## src/rtl/dmem_pkg.sv

```systemverilog
// Shared types and constants for the data-memory responder.
// Covers the FSM state, the RV32 load/store funct3 codes and the wait-counter width.
package dmem_pkg;

    typedef enum logic [1:0] {
        IDLE = 2'd0,
        WAIT = 2'd1,
        RESP = 2'd2
    } dmem_state_e;

    localparam logic [2:0] MEM_B  = 3'b000;
    localparam logic [2:0] MEM_H  = 3'b001;
    localparam logic [2:0] MEM_W  = 3'b010;
    localparam logic [2:0] MEM_BU = 3'b100;
    localparam logic [2:0] MEM_HU = 3'b101;

    localparam int unsigned CntWidth = 4;

endpackage

```

## src/rtl/dmem_lane_align.sv

```systemverilog
// Combinational lane steering for byte/half/word accesses: store byte enables, lane-replicated
// write data, load extract/extend and error detection. Honours DMEM_MISALIGN_ERR_EN.
module dmem_lane_align
    import dmem_pkg::*;
(
    input  logic        we_i,
    input  logic [2:0]  funct3_i,
    input  logic [1:0]  offset_i,
    input  logic [31:0] wdata_i,
    input  logic [31:0] rword_i,
    output logic [3:0]  byte_en_o,
    output logic [31:0] wdata_lane_o,
    output logic [31:0] rdata_o,
    output logic        err_o
);

    logic        illegal;
    logic        misalign;
    logic [1:0]  off;
    logic [31:0] shifted;

    always_comb begin
        illegal  = 1'b1;
        misalign = 1'b0;
        off      = offset_i;
        case (funct3_i)
            MEM_B:  illegal = 1'b0;
            MEM_BU: illegal = we_i;
            MEM_H: begin
                illegal  = 1'b0;
                misalign = offset_i[0];
            end
            MEM_HU: begin
                illegal  = we_i;
                misalign = offset_i[0];
            end
            MEM_W: begin
                illegal  = 1'b0;
                misalign = (offset_i != 2'b00);
            end
            default: illegal = 1'b1;
        endcase

`ifdef DMEM_MISALIGN_ERR_EN
        err_o = illegal | misalign;
`else
        err_o = illegal;
        // Misaligned accesses silently snap down to their natural alignment.
        if (misalign) begin
            off = funct3_i[1] ? 2'b00 : {offset_i[1], 1'b0};
        end
`endif

        shifted      = rword_i >> {off, 3'b000};
        byte_en_o    = 4'b0000;
        wdata_lane_o = 32'h0;
        rdata_o      = 32'h0;

        if (!err_o) begin
            if (we_i) begin
                case (funct3_i[1:0])
                    2'b00: begin
                        byte_en_o    = 4'b0001 << off;
                        wdata_lane_o = {4{wdata_i[7:0]}};
                    end
                    2'b01: begin
                        byte_en_o    = off[1] ? 4'b1100 : 4'b0011;
                        wdata_lane_o = {2{wdata_i[15:0]}};
                    end
                    default: begin
                        byte_en_o    = 4'b1111;
                        wdata_lane_o = wdata_i;
                    end
                endcase
            end else begin
                case (funct3_i)
                    MEM_B:   rdata_o = {{24{shifted[7]}}, shifted[7:0]};
                    MEM_BU:  rdata_o = {24'h0, shifted[7:0]};
                    MEM_H:   rdata_o = {{16{shifted[15]}}, shifted[15:0]};
                    MEM_HU:  rdata_o = {16'h0, shifted[15:0]};
                    default: rdata_o = rword_i;
                endcase
            end
        end
    end

endmodule

```

## src/rtl/data_mem_responder.sv

```systemverilog
// Multi-cycle data-memory responder with valid/ready handshakes and LATENCY wait states.
// Define DMEM_MISALIGN_ERR_EN to report misaligned accesses as errors instead of aligning them.
module data_mem_responder
    import dmem_pkg::*;
#(
    parameter int unsigned DATA_WIDTH = 32,
    parameter int unsigned ADDR_WIDTH = 5,
    parameter int unsigned LATENCY    = 2
) (
    input  logic                  clk_i,
    input  logic                  reset_ni,
    input  logic                  req_valid_i,
    output logic                  req_ready_o,
    input  logic                  req_we_i,
    input  logic [2:0]            req_funct3_i,
    input  logic [ADDR_WIDTH-1:0] req_addr_i,
    input  logic [DATA_WIDTH-1:0] req_wdata_i,
    output logic                  rsp_valid_o,
    input  logic                  rsp_ready_i,
    output logic [DATA_WIDTH-1:0] rsp_rdata_o,
    output logic                  rsp_err_o
);

    localparam int unsigned Words = 2 ** (ADDR_WIDTH - 2);
    localparam logic [CntWidth-1:0] CntLoad =
        (LATENCY > 0) ? CntWidth'(LATENCY - 1) : '0;

    if (DATA_WIDTH != 32) begin : g_bad_width
        $error("data_mem_responder: DATA_WIDTH must be 32");
    end
    if (LATENCY > 15) begin : g_bad_latency
        $error("data_mem_responder: LATENCY must be 0..15");
    end

    dmem_state_e           state_q;
    logic [CntWidth-1:0]   cnt_q;
    logic                  we_q;
    logic [2:0]            funct3_q;
    logic [ADDR_WIDTH-1:0] addr_q;
    logic [DATA_WIDTH-1:0] wdata_q;

    logic [DATA_WIDTH-1:0] mem [Words];

    logic                  accept;
    logic                  commit;
    logic                  cur_we;
    logic [2:0]            cur_funct3;
    logic [ADDR_WIDTH-1:0] cur_addr;
    logic [DATA_WIDTH-1:0] cur_wdata;
    logic [ADDR_WIDTH-3:0] word_idx;
    logic [DATA_WIDTH-1:0] rword;
    logic [3:0]            byte_en;
    logic [DATA_WIDTH-1:0] wdata_lane;
    logic [DATA_WIDTH-1:0] load_data;
    logic                  access_err;

    assign accept = req_valid_i && req_ready_o;
    // With zero wait states the commit happens on the accept edge, so use the live request.
    assign commit = (accept && (LATENCY == 0)) || ((state_q == WAIT) && (cnt_q == '0));

    always_comb begin
        if (state_q == IDLE) begin
            cur_we     = req_we_i;
            cur_funct3 = req_funct3_i;
            cur_addr   = req_addr_i;
            cur_wdata  = req_wdata_i;
        end else begin
            cur_we     = we_q;
            cur_funct3 = funct3_q;
            cur_addr   = addr_q;
            cur_wdata  = wdata_q;
        end
    end

    assign word_idx = cur_addr[ADDR_WIDTH-1:2];
    assign rword    = mem[word_idx];

    dmem_lane_align u_lane_align (
        .we_i         (cur_we),
        .funct3_i     (cur_funct3),
        .offset_i     (cur_addr[1:0]),
        .wdata_i      (cur_wdata),
        .rword_i      (rword),
        .byte_en_o    (byte_en),
        .wdata_lane_o (wdata_lane),
        .rdata_o      (load_data),
        .err_o        (access_err)
    );

    always_ff @(posedge clk_i) begin
        if (!reset_ni) begin
            state_q     <= IDLE;
            cnt_q       <= '0;
            we_q        <= 1'b0;
            funct3_q    <= 3'b000;
            addr_q      <= '0;
            wdata_q     <= '0;
            req_ready_o <= 1'b1;
            rsp_valid_o <= 1'b0;
            rsp_rdata_o <= '0;
            rsp_err_o   <= 1'b0;
        end else begin
            case (state_q)
                IDLE: begin
                    if (accept) begin
                        we_q        <= req_we_i;
                        funct3_q    <= req_funct3_i;
                        addr_q      <= req_addr_i;
                        wdata_q     <= req_wdata_i;
                        req_ready_o <= 1'b0;
                        if (LATENCY == 0) begin
                            state_q     <= RESP;
                            rsp_valid_o <= 1'b1;
                            rsp_rdata_o <= load_data;
                            rsp_err_o   <= access_err;
                        end else begin
                            state_q <= WAIT;
                            cnt_q   <= CntLoad;
                        end
                    end
                end
                WAIT: begin
                    if (cnt_q == '0) begin
                        state_q     <= RESP;
                        rsp_valid_o <= 1'b1;
                        rsp_rdata_o <= load_data;
                        rsp_err_o   <= access_err;
                    end else begin
                        cnt_q <= cnt_q - 1'b1;
                    end
                end
                RESP: begin
                    if (rsp_ready_i) begin
                        state_q     <= IDLE;
                        req_ready_o <= 1'b1;
                        rsp_valid_o <= 1'b0;
                        rsp_rdata_o <= '0;
                        rsp_err_o   <= 1'b0;
                    end
                end
                default: begin
                    state_q     <= IDLE;
                    req_ready_o <= 1'b1;
                    rsp_valid_o <= 1'b0;
                end
            endcase
        end
    end

    // Storage is not reset; a reset coinciding with the commit edge suppresses the write.
    always_ff @(posedge clk_i) begin
        if (reset_ni && commit) begin
            for (int i = 0; i < 4; i++) begin
                if (byte_en[i]) begin
                    mem[word_idx][8*i +: 8] <= wdata_lane[8*i +: 8];
                end
            end
        end
    end

endmodule

```

## config.mk

```make
export PLATFORM = sky130hd
export DESIGN_NAME = data_mem_responder
export DESIGN_NICKNAME = d
export VERILOG_FILES = /design/src/rtl/dmem_pkg.sv /design/src/rtl/dmem_lane_align.sv /design/src/rtl/data_mem_responder.sv
export SDC_FILE = /design/constraint.sdc
export NUM_CORES = 1
export LEC_CHECK = 0
export ABC_AREA = 1
export BUFFER_PORTS_ARGS = -buffer_cell sky130_fd_sc_hd__buf_2
export CELL_PAD_IN_SITES_DETAIL_PLACEMENT = 1
export CELL_PAD_IN_SITES_GLOBAL_PLACEMENT = 1
export CORE_AREA = 4 4 181 183
export DETAILED_ROUTE_END_ITERATION = 8
export DIE_AREA = 0 0 185 187
export MAX_ROUTING_LAYER = met4
export PLACE_DENSITY = 0.93
export SLEW_MARGIN = 20
export SYNTH_ARGS = -nofsm -noshare
export SYNTH_HDL_FRONTEND = slang
export SYNTH_SLANG_ARGS = --single-unit
```

## constraint.sdc

```tcl
create_clock -name clk_i -period 6.81 [get_ports clk_i]
set_input_delay 1.362 -clock clk_i [delete_from_list [all_inputs] [get_ports clk_i]]
set_output_delay 1.362 -clock clk_i [all_outputs]
set_load 0.05 [all_outputs]
```

==> summary.md <==
| Metric | Value |
|---|---|
| CTS tree | built |
| CP Max Fanout | 43 |
| Worst slew pin tran | 1.176 ns |
| DRT iter0 DRCs | 1407 |
| Share of layout cells above drive strength 1 | 9.594% |
| First-pass GRT wire length | 81210 µm |
| Yosys reg bits | 338 |
| CP Class | register to register |
| Avg Inst Size Synth | 8.620 µm² |
| CTS hold repair buffers | 0 |
| Setup repair bufs after CTS | 0 |
| Share of the synthesized area in the top cell type | 48.76% |
| # nets final | 1918 |
| Die ar. | 34600 µm² |
| Sequential share of the synthesized area | 59.17% |
| Die height | 187 µm |
| Total negative slack | 0 ns |
| Core box area | 31230 µm² |
| Delay-heaviest family, CP | simple AND/OR/NAND/NOR gates |
| Worst path slowest cell | nor2_1 |
| Max-slew violations | 0 |
| Clock transition at path regs | 0.06 ns |
| Routed Antenna Nets | 0 |
| Initial antenna violation count | 0 |
| Pleak | 7.590 nW |
| Area grow syn2layout | 11.46% |
| Hold Path Class | register to register |
| WL final | 53110 µm |
| Gpl congestion | 0.9410 |
| # resized after CTS | 0 |
| Worst EP required | 6.95 ns |
| Max Clock Freq | 0.2220 GHz |
| Final worst setup slack | 2.305 ns |
| Largest cells by area after synthesis | edfxtp_1 (49%), nand2_1 (15%), dfxtp_1 (10%) |
| Port buffer count | 79 |
| Total number of vias | 13490 |
| Fin Hold WS | 0.4605 ns |
| HP Start | rsp_rdata_o[14]$_SDFFE_PN0P_ |
| Crit. End Element | register |
| Total Routing Usage GR | 31.20% |
| Mapped Area | 15770 µm² |
| Sequential power share | 40.9% |
| Clk buf depth | 3 |
| Critical Path, Cell by Cell | nor2_4, buf_4, nand2_1, o21ai_2, nand2_1, nand2_1, o21ai_2, nor2_1, inv_2, nor2_1, nand3_1, nor2_1 |
| Initial Utilization | 50.48% |
| Leading area contributor after synthesis | edfxtp_1 |
| Row Count | 65 |
| Start point of the critical path | state_q[1]$_SDFFE_PN0P_ |
| Element type at the critical path start | register |
| Crit share post-route | 66.15% |
| CTS buffer count | 36 |
| Finished Core Util | 56.27% |
| Total power | 5.793 mW |
| Inserted Diodes | 0 |
| Worst vdd ir | 0.0002804 V |
| Setup Viol. Count Final | 0 |
| Outcome | completed |
| Sw frac | 34.24% |
| DP Worst Slack | 1.920 ns |
| Fin. Hold Viols | 0 |
| Number of H-tree levels | 2 |
| Boundary Pins | 80 |
| Unrepaired setup endpoints after global routing | false |
| Drt pass-1 iters | 5 |
| Clk_lat worst skew | 0.53 ns |
| CTS root buf | clkbuf_16 |
| P_sw | 1.984 mW |
| Cell Int Power | 3.810 mW |
| Rel. slew slack | 21.11% |
| Warnings, synthesis | 0 |
| Via density per instance | 5.869 |
| Number of global-route vias before repair | 14320 |
| Final min period | 4.505 ns |
| RR Startpoint | state_q[1]$_SDFFE_PN0P_ |
| Combinational group share of total power | 25.2% |
| CP peak stage delay | 0.87 ns |
| Grt ovf | 0 |
| Largest net degree at the start of global routing | 74 |
| Netlist cell types | 37 |
| Clock share of power | 33.9% |
| Die Span X | 185 µm |
| WL per Instance | 23.10 µm |
| Buf+Inv Stages, Crit Path | 2 |
| Final Skew | 0.01898 ns |
| Post-route DRC | 0 |
| Max-cap violations | 0 |
| PwrDens | 329.7 nW/µm² |
| Fill count | 3664 |
| Hpwl dp | 36630 µm |
| Sink Count | 338 |
| Cell count after synthesis | 1829 |
| Syn nets | 1876 |
| Worst Path Arrival | 4.64 ns |
## routing by layer
metal / GRT usage, % / wire length [µm]
met3: 4.881 / 4400
met1: 38.24 / 19910
met5: - / 0
met4: 15.39 / 3049
met2: 50.39 / 25750
## flip-flops by register name, summed over array words and instances, names as in the netlist
name	flops
rsp_rdata_o	32
addr_q	5
mem	256
rsp_err_o	1
cnt_q	4
state_q	2
wdata_q	32
we_q	1
req_ready_o	1
funct3_q	3
rsp_valid_o	1
## area by class of cell
| type | instances | area, µm² | share of cell area [%] |
|---|---|---|---|
| clock inverter | 15 | 185.2 | 1.054 |
| clock buffer | 49 | 959.7 | 5.461 |
| tap | 402 | 503.0 | 2.862 |
| multi-input combinational | 1179 | 5223 | 29.72 |
| inverter | 217 | 814.5 | 4.635 |
| sequential | 338 | 9329 | 53.09 |
| timing repair buffer | 99 | 558.0 | 3.176 |
## power by group through the flow
stage | combinational (mW) | sequential, mW | clock (mW)
global route | 1.56 | 2.37 | 2.08
finish | 1.46 | 2.37 | 1.97
floorplan | 0.864 | 2.44 | 0
detailed placement | 1.39 | 2.41 | 0
CTS | 1.42 | 2.37 | 1.97
global placement | 1.31 | 2.41 | 0
## logic make-up (layout without fill, tap and decap cells)
family / count (synthesis) / after routing / synth area share [%]
buf+inv: 312 / 380 / 8.008
fa+ha+maj: 2 / 2 / 0.1587
mux: 7 / 7 / 0.4445
flops: 338 / 338 / 59.17
simple gates: 932 / 932 / 24.00
compound gates: 238 / 238 / 8.214
## worst paths after layout
path                                  end  slack [ns]  cells past startpoint
max reg2reg           mem[5][8]$_DFFE_PP_        2.31                     12
max                   mem[5][8]$_DFFE_PP_        2.31                     12
min reg2reg  rsp_rdata_o[14]$_SDFFE_PN0P_        0.46                      2
min          rsp_rdata_o[14]$_SDFFE_PN0P_        0.46                      2
## synthesized netlist by cell type (all sizes together)
cell    count
a221oi      3
o31ai       1
a211oi     17
nor3        4
a21oi      81
clkbuf     47
clkinv      1
a32o        1
ha          2
o211ai      2
nor2      148
mux2i       7
o21a        1
nand2     616
buf        48
dfxtp      82
or2         2
nand3     162
edfxtp    256
inv       216
o32ai       5
o21ai     126
a31oi       1
## worst min-delay path: cells and delay by family (launching register included)
kind / cells / cell delay [ns]
flip-flops: 1 / 0.30
AO/OA/AOI/OAI: 1 / 0.05
AND/OR/NAND/NOR: 1 / 0.06
## metrics by stage
stage          cell area (µm²)  cells
4_1_cts                  17550   2299
3_5_place_dp             16400   2235
6_report                 17570   2299
5_1_grt                  17570   2299
3_3_place_gp             16400   2235
2_1_floorplan            15770   1829
## cells in the final DEF (no fill, tap or decap), types with 2 or more instances in the layout
cell type / count
a221oi_1: 3
clkbuf_16: 36
o32ai_1: 5
a211oi_2: 5
clkinv_1: 7
o211ai_1: 2
inv_1: 210
buf_2: 79
a21oi_1: 80
ha_1: 2
nand2_1: 608
a211oi_1: 12
o21ai_0: 116
nand2_2: 7
mux2i_1: 7
nor2_2: 4
o21ai_2: 5
clkinv_2: 2
buf_4: 19
nor3_1: 3
edfxtp_1: 256
dfxtp_1: 82
o21ai_1: 5
clkbuf_1: 12
nand3_4: 2
nor2_1: 143
nand3_2: 2
nand3_1: 158
inv_2: 6
bufinv_16: 4
Power figures use the tool's default switching activity.
